===== config.mk =====
export PLATFORM = sky130hd
export DESIGN_NAME = sort_8_serializer
export DESIGN_NICKNAME = d
export VERILOG_FILES = /design/src/rtl/sort_8_serializer.sv
export SDC_FILE = /design/constraint.sdc
export NUM_CORES = 1
export LEC_CHECK = 0
export BUFFER_PORTS_ARGS = -buffer_cell sky130_fd_sc_hd__buf_2
export CAP_MARGIN = 20
export CORE_ASPECT_RATIO = 0.5
export CORE_MARGIN = 2
export CORE_UTILIZATION = 45
export DETAILED_ROUTE_END_ITERATION = 7
export PLACE_DENSITY = 0.59
export SETUP_SLACK_MARGIN = 0.15
export SLEW_MARGIN = 20
export SYNTH_ARGS = -nofsm -noshare
export SYNTH_HDL_FRONTEND = slang
export SYNTH_SLANG_ARGS = --single-unit

===== constraint.sdc =====
create_clock -name clk -period 3.36 [get_ports clk]
set_clock_uncertainty 0.15 [all_clocks]
set_input_delay 0.168 -clock clk [delete_from_list [all_inputs] [get_ports clk]]
set_output_delay 0.168 -clock clk [all_outputs]
set_load 0.05 [all_outputs]

===== src/rtl/sort_8_serializer.sv =====
// Sort-8 serializer: buffers sorted 8-word vectors leaving the bitonic merger and streams them out a word per beat.
// Latency: accept at edge E, FIFO write at E+PIPE_LAT, first word valid after edge E+PIPE_LAT+1.
// Backpressure: out_ready stalls the word stream; in_ready withholds credit once buffered+inflight vectors reach DEPTH.

// Vector FIFO with show-ahead head and next-entry peek.
// Latency: written entry is visible at head the cycle after the write edge.
// Backpressure: none internally; the caller guarantees no write while full and no pop while empty.
module sort_8_vec_fifo #(
    parameter int W     = 64,
    parameter int DEPTH = 4
) (
    input  logic                   clk,
    input  logic                   rst,
    input  logic                   wr_vld,
    input  logic [W-1:0]           wr_dat,
    input  logic                   pop,
    output logic [W-1:0]           head_dat,
    output logic [W-1:0]           next_dat,
    output logic [$clog2(DEPTH):0] cnt
);
    localparam int AW = $clog2(DEPTH);

    logic [W-1:0]  mem [DEPTH];
    logic [AW-1:0] wr_ptr;
    logic [AW-1:0] rd_ptr;
    logic [AW-1:0] rd_nxt;

    assign rd_nxt   = rd_ptr + 1'b1;
    assign head_dat = mem[rd_ptr];
    assign next_dat = mem[rd_nxt];

    always_ff @(posedge clk or posedge rst) begin
        if (rst) begin
            wr_ptr <= '0;
            rd_ptr <= '0;
            cnt    <= '0;
        end else begin
            if (wr_vld) wr_ptr <= wr_ptr + 1'b1;
            if (pop)    rd_ptr <= rd_nxt;
            case ({wr_vld, pop})
                2'b10:   cnt <= cnt + 1'b1;
                2'b01:   cnt <= cnt - 1'b1;
                default: cnt <= cnt;
            endcase
        end
    end

    always_ff @(posedge clk) begin
        if (wr_vld) mem[wr_ptr] <= wr_dat;
    end
endmodule

// Serializer top: credit-gates the stall-free merger, captures its outputs and emits words in index order.
// Latency: PIPE_LAT+1 clocks from accept to first word; back-to-back vectors stream with no bubble.
// Backpressure: out_ready holds out_* stable; in_ready drops while FIFO count plus inflight vectors reaches DEPTH.
module sort_8_serializer #(
    parameter int width    = 8,
    parameter int PIPE_LAT = 3,
    parameter int DEPTH    = 4,
    parameter bit DESC     = 1'b0
) (
    input  logic                   clk,
    input  logic                   rst,
    input  logic                   in_valid,
    output logic                   in_ready,
    input  logic [0:7][width-1:0]  indata,
    output logic                   out_valid,
    input  logic                   out_ready,
    output logic [width-1:0]       out_data,
    output logic [2:0]             out_idx,
    output logic                   out_last
);
    typedef logic [0:7][width-1:0] vec_t;
    typedef enum logic {IDLE, SEND} state_t;

    localparam int       VW    = 8 * width;
    localparam int       CW    = $clog2(DEPTH) + 1;
    localparam logic [2:0] FIRST = DESC ? 3'd7 : 3'd0;

    state_t            state;
    state_t            state_nxt;
    logic [PIPE_LAT-1:0] dly;
    logic              accept;
    logic              fifo_wr;
    logic              fifo_pop;
    logic [CW-1:0]     fifo_cnt;
    logic [VW-1:0]     head_raw;
    logic [VW-1:0]     next_raw;
    vec_t              head_vec;
    vec_t              next_vec;
    vec_t              load_vec;
    logic [31:0]       inflight;
    logic [2:0]        beat;
    logic [2:0]        beat_nxt;
    logic [2:0]        idx_step;
    logic [2:0]        idx_nxt;
    logic [width-1:0]  data_nxt;
    logic              valid_nxt;

    assign accept   = in_valid & in_ready;
    assign fifo_wr  = dly[PIPE_LAT-1];
    assign head_vec = head_raw;
    assign next_vec = next_raw;
    assign out_last = out_valid & (beat == 3'd7);

    // One bit per merger stage: which stages currently carry a credited vector.
    always_ff @(posedge clk or posedge rst) begin
        if (rst) begin
            dly <= '0;
        end else begin
            dly[0] <= accept;
            for (int i = 1; i < PIPE_LAT; i++) dly[i] <= dly[i-1];
        end
    end

    always_comb begin
        inflight = '0;
        for (int i = 0; i < PIPE_LAT; i++) inflight = inflight + 32'(dly[i]);
    end

    // Pops free their slot only once fifo_cnt updates, i.e. on the following cycle.
    assign in_ready = (32'(fifo_cnt) + inflight) < 32'(DEPTH);

    sort_8_vec_fifo #(
        .W     (VW),
        .DEPTH (DEPTH)
    ) u_fifo (
        .clk      (clk),
        .rst      (rst),
        .wr_vld   (fifo_wr),
        .wr_dat   (indata),
        .pop      (fifo_pop),
        .head_dat (head_raw),
        .next_dat (next_raw),
        .cnt      (fifo_cnt)
    );

    assign idx_step = DESC ? (out_idx - 3'd1) : (out_idx + 3'd1);

    always_ff @(posedge clk or posedge rst) begin
        if (rst) state <= IDLE;
        else     state <= state_nxt;
    end

    always_comb begin
        state_nxt = state;
        beat_nxt  = beat;
        valid_nxt = out_valid;
        data_nxt  = out_data;
        idx_nxt   = out_idx;
        fifo_pop  = 1'b0;
        load_vec  = head_vec;
        case (state)
            IDLE: begin
                if (fifo_cnt != '0) begin
                    state_nxt = SEND;
                    valid_nxt = 1'b1;
                    beat_nxt  = 3'd0;
                    idx_nxt   = FIRST;
                    data_nxt  = head_vec[FIRST];
                end
            end
            SEND: begin
                if (out_ready) begin
                    if (beat != 3'd7) begin
                        beat_nxt = beat + 3'd1;
                        idx_nxt  = idx_step;
                        data_nxt = head_vec[idx_step];
                    end else begin
                        fifo_pop = 1'b1;
                        beat_nxt = 3'd0;
                        // A vector landing on this very edge is still in indata, not yet in the FIFO.
                        if (fifo_cnt > CW'(1) || fifo_wr) begin
                            load_vec = (fifo_cnt > CW'(1)) ? next_vec : indata;
                            idx_nxt  = FIRST;
                            data_nxt = load_vec[FIRST];
                        end else begin
                            valid_nxt = 1'b0;
                            state_nxt = IDLE;
                        end
                    end
                end
            end
            default: state_nxt = IDLE;
        endcase
    end

    always_ff @(posedge clk or posedge rst) begin
        if (rst) begin
            out_valid <= 1'b0;
            out_data  <= '0;
            out_idx   <= '0;
            beat      <= '0;
        end else begin
            out_valid <= valid_nxt;
            out_data  <= data_nxt;
            out_idx   <= idx_nxt;
            beat      <= beat_nxt;
        end
    end
endmodule


==> impl_metrics.json <==
{
  "pwr_density_cell_nw_per_um2": 850.5,
  "post_cts_hold_buffer_count": 67,
  "numClockSinks": 282,
  "ctsRootBufferMaster": "sky130_fd_sc_hd__clkbuf_16",
  "route.vias.total": 6414,
  "first_pass_iters": 5,
  "synth.area.top_cells": "sky130_fd_sc_hd__edfxtp_1, sky130_fd_sc_hd__mux4_2, sky130_fd_sc_hd__dfrtp_1",
  "grt_pass1_wl_um": 39150,
  "ys_ff_latch": 282,
  "worst_pin_slew_ps": 769.1,
  "finalMaxSlewViolations": 0,
  "class_of_the_worst_hold_path": "primary input to async pin",
  "yosys_warnings": 0,
  "crit_arrival_ps": 2970,
  "period_share": 0.8118,
  "cp_slowest_cell": "sky130_fd_sc_hd__dfrtp_4",
  "run_status": "finished clean",
  "std_cell_rows": 41,
  "maxClockFrequency_ghz": 0.3666,
  "grt_remaining_overflow": 0,
  "power.leakage_uw": 0.004802,
  "drt-total-wl_um": 25160,
  "path_cells": "mux4_2 > mux2i_1 > nor2_1 > a2111oi_0 > a21oi_1",
  "grt_antenna_before_repair": 1,
  "boundaryPins": 82,
  "hold_viol": 0,
  "postCtsSetupBuffers": 0,
  "cts_resized": 0,
  "rsz0062_at_grt": "false",
  "fin_tns_setup_ps": 0,
  "final_layout_size_suffix_gt1_frac": 0.2813,
  "clk-insertion-delay-late_ps": 540,
  "area_of_the_mapped_netlist_sq_um": 11570,
  "critical_path_rt_ps": 3600,
  "yosys.area.top_type_share": 0.6646,
  "max_cap_viol_count": 0,
  "area_delta_synth_final_pct": 20.01,
  "antenna_violating_nets_post_route": 0,
  "gr-usage-all-layers": 0.1901,
  "start_util": 0.4583,
  "setup_viol": 0,
  "die_w_um": 230.7,
  "worst_setup_path_start_kind": "register",
  "worstSetupEndpointType": "register",
  "worst-path-max-fanout": 37,
  "postSynth.asyncResetShare": 0.09220,
  "irDropWorstVdd_uv": 379.1,
  "core_area_sq_um": 25240,
  "cpPeakStageDelay_ps": 900,
  "num-nets-final": 869,
  "netlist.top_cell.by_area": "sky130_fd_sc_hd__edfxtp_1",
  "synth_cells": 627,
  "wire_per_inst_um": 21.84,
  "cts_max_path_buffers": 3,
  "io_buffers": 81,
  "finalInstanceArea_sq_um": 13880,
  "synth_ff_type": "sky130_fd_sc_hd__edfxtp_1",
  "htree_num_levels": 1,
  "grt_max_degree": 65,
  "syn_nets": 709,
  "place_area_sq_um": 12420,
  "setup.worst_path.class": "register to register",
  "synth_area_per_cell_sq_um": 18.45,
  "place.gp.congestion": 0.8164,
  "die_area_sq_um": 27080,
  "synth.lib_cells_used.distinct": 46,
  "drc": 0,
  "cts_buffers": 26,
  "ys_seq_area_frac": 0.7208,
  "die_height_um": 117.4,
  "grt_pass1_vias": 6473,
  "synth-edff-count": 256,
  "timing.slew.headroom": 0.4833,
  "detailedRoute.firstIterationViolations": 476,
  "tritoncts": "yes",
  "vias_per_cell": 5.568,
  "finalCriticalPeriod_ps": 2728,
  "dp_hpwl_um": 15970,
  "clkSlewWorstSetupHoldPaths_ps": 60
}
[area by class of cell]
type / instances / area, sq um
antenna: 1 / 2.502
timing repair buffer: 165 / 1266
sequential: 282 / 8346
multi-input combinational: 303 / 3012
clock buffer: 39 / 720.7
clock inverter: 9 / 71.32
fill: 2020 / 11360
tap: 344 / 430.4
inverter: 9 / 33.78
[cell usage after synthesis, drive strengths merged (4+ instances only)]
| cell type | number |
|---|---|
| nor2b | 7 |
| and3 | 5 |
| and2 | 7 |
| mux2 | 37 |
| clkbuf | 11 |
| edfxtp | 256 |
| o21ai | 5 |
| ha | 13 |
| nor3 | 25 |
| inv | 9 |
| mux2i | 22 |
| buf | 22 |
| mux4 | 48 |
| a21oi | 13 |
| a32o | 4 |
| o22ai | 24 |
| nand4 | 5 |
| a2111oi | 7 |
| nand2 | 18 |
| nor2 | 18 |
| xnor2 | 5 |
| a211oi | 15 |
| dfrtp | 26 |
[power breakdown]
part | total (uW) | internal [uW] | switching (uW) | leakage (uW)
Clock | 2790 | 1560 | 1230 | 0.000379
Sequential | 5040 | 4540 | 503 | 0.00263
Combinational | 3970 | 1700 | 2270 | 0.00179
[layout by cell type (no fill, tap or decap), types with 7 or more instances in the layout]
| master | count |
|---|---|
| sky130_fd_sc_hd__a211oi_1 | 15 |
| sky130_fd_sc_hd__dlygate4sd3_1 | 67 |
| sky130_fd_sc_hd__mux2_2 | 37 |
| sky130_fd_sc_hd__edfxtp_1 | 256 |
| sky130_fd_sc_hd__inv_1 | 8 |
| sky130_fd_sc_hd__nor2_1 | 18 |
| sky130_fd_sc_hd__a21oi_1 | 13 |
| sky130_fd_sc_hd__dfrtp_1 | 24 |
| sky130_fd_sc_hd__nor3_1 | 25 |
| sky130_fd_sc_hd__ha_1 | 13 |
| sky130_fd_sc_hd__mux2i_1 | 22 |
| sky130_fd_sc_hd__buf_2 | 81 |
| sky130_fd_sc_hd__clkbuf_16 | 27 |
| sky130_fd_sc_hd__mux4_2 | 48 |
| sky130_fd_sc_hd__clkbuf_1 | 12 |
| sky130_fd_sc_hd__buf_4 | 12 |
| sky130_fd_sc_hd__nor2b_1 | 7 |
| sky130_fd_sc_hd__nand2_1 | 18 |
| sky130_fd_sc_hd__o22ai_1 | 24 |
[critical path: cells and delay by family, from the launching register on]
kind	cells	cell delay, ps
and+or+nand+nor	1	140
muxes	2	860
AOI/OAI and AO/OA	2	510
DFF	1	900
[flip-flops by register name, summed over array words and instances (netlist names)]
register and flops:
beat 3, dly 3, out_data 8, out_idx 3, out_valid 1, state 1
u_fifo.cnt 3, u_fifo.mem 256, u_fifo.rd_ptr 2, u_fifo.wr_ptr 2
[per-stage QoR]
stage                     total power (uW)  hold slack, ps    util  worst slack (ps)  instances
after floorplan                       7877           58.02       -             499.5        627
after global placement                8982           117.8  0.4920             596.0       1036
after detailed placement              9041           106.8  0.4920             608.5       1036
after CTS                            11910           109.7  0.5499             598.0       1151
after global routing                 12410           135.7  0.5499             465.0       1151
final                                11810           115.3  0.5500             632.2       1152
[metal layers]
| metal | routed length, um | part of all wire | GRT usage | vias up |
|---|---|---|---|---|
| li1 | - | - | - | 2871 |
| met1 | 12030 | 0.48 | 0.2916 | 3361 |
| met2 | 11540 | 0.46 | 0.2890 | 155 |
| met3 | 1248 | 0.050 | 0.03405 | 27 |
| met4 | 334 | 0.013 | 0.03387 | 0 |
| met5 | 0 | 0 | 0 | - |
[worst paths after layout]
| kind | slack (ps) | from | depth (start not counted) | to |
|---|---|---|---|---|
| worst max-delay path | 630 | u_fifo.rd_ptr[0]$_DFFE_PP0P_ | 5 | out_data[1]$_DFFE_PP0P_ |
| worst max register to register | 630 | u_fifo.rd_ptr[0]$_DFFE_PP0P_ | 5 | out_data[1]$_DFFE_PP0P_ |
| min in group clk | 240 | indata[33] | 2 | u_fifo.mem[1][33]$_DFFE_PP_ |
| worst min register to register | 260 | dly[1]$_DFF_PP0_ | 0 | dly[2]$_DFF_PP0_ |
| max in group asynchronous | 2640 | rst | 4 | u_fifo.rd_ptr[0]$_DFFE_PP0P_ |
| worst min-delay path | 120 | rst | 4 | u_fifo.wr_ptr[0]$_DFFE_PP0P_ |
[kinds of logic (layout without fill, tap and decap cells)]
logic type	count (synthesis)	after routing	share of synthesized area
DFF	282	282	0.7208
muxes	107	107	0.1485
and+or+nand+nor	93	93	0.03948
AOI/OAI and AO/OA	81	81	0.05008
buffers and inverters	42	222	0.01925
adders and majority gates	14	14	0.01579
xor gates and xnor gates	8	8	0.006058
other	0	1	0
Power figures use the tool's default switching activity.
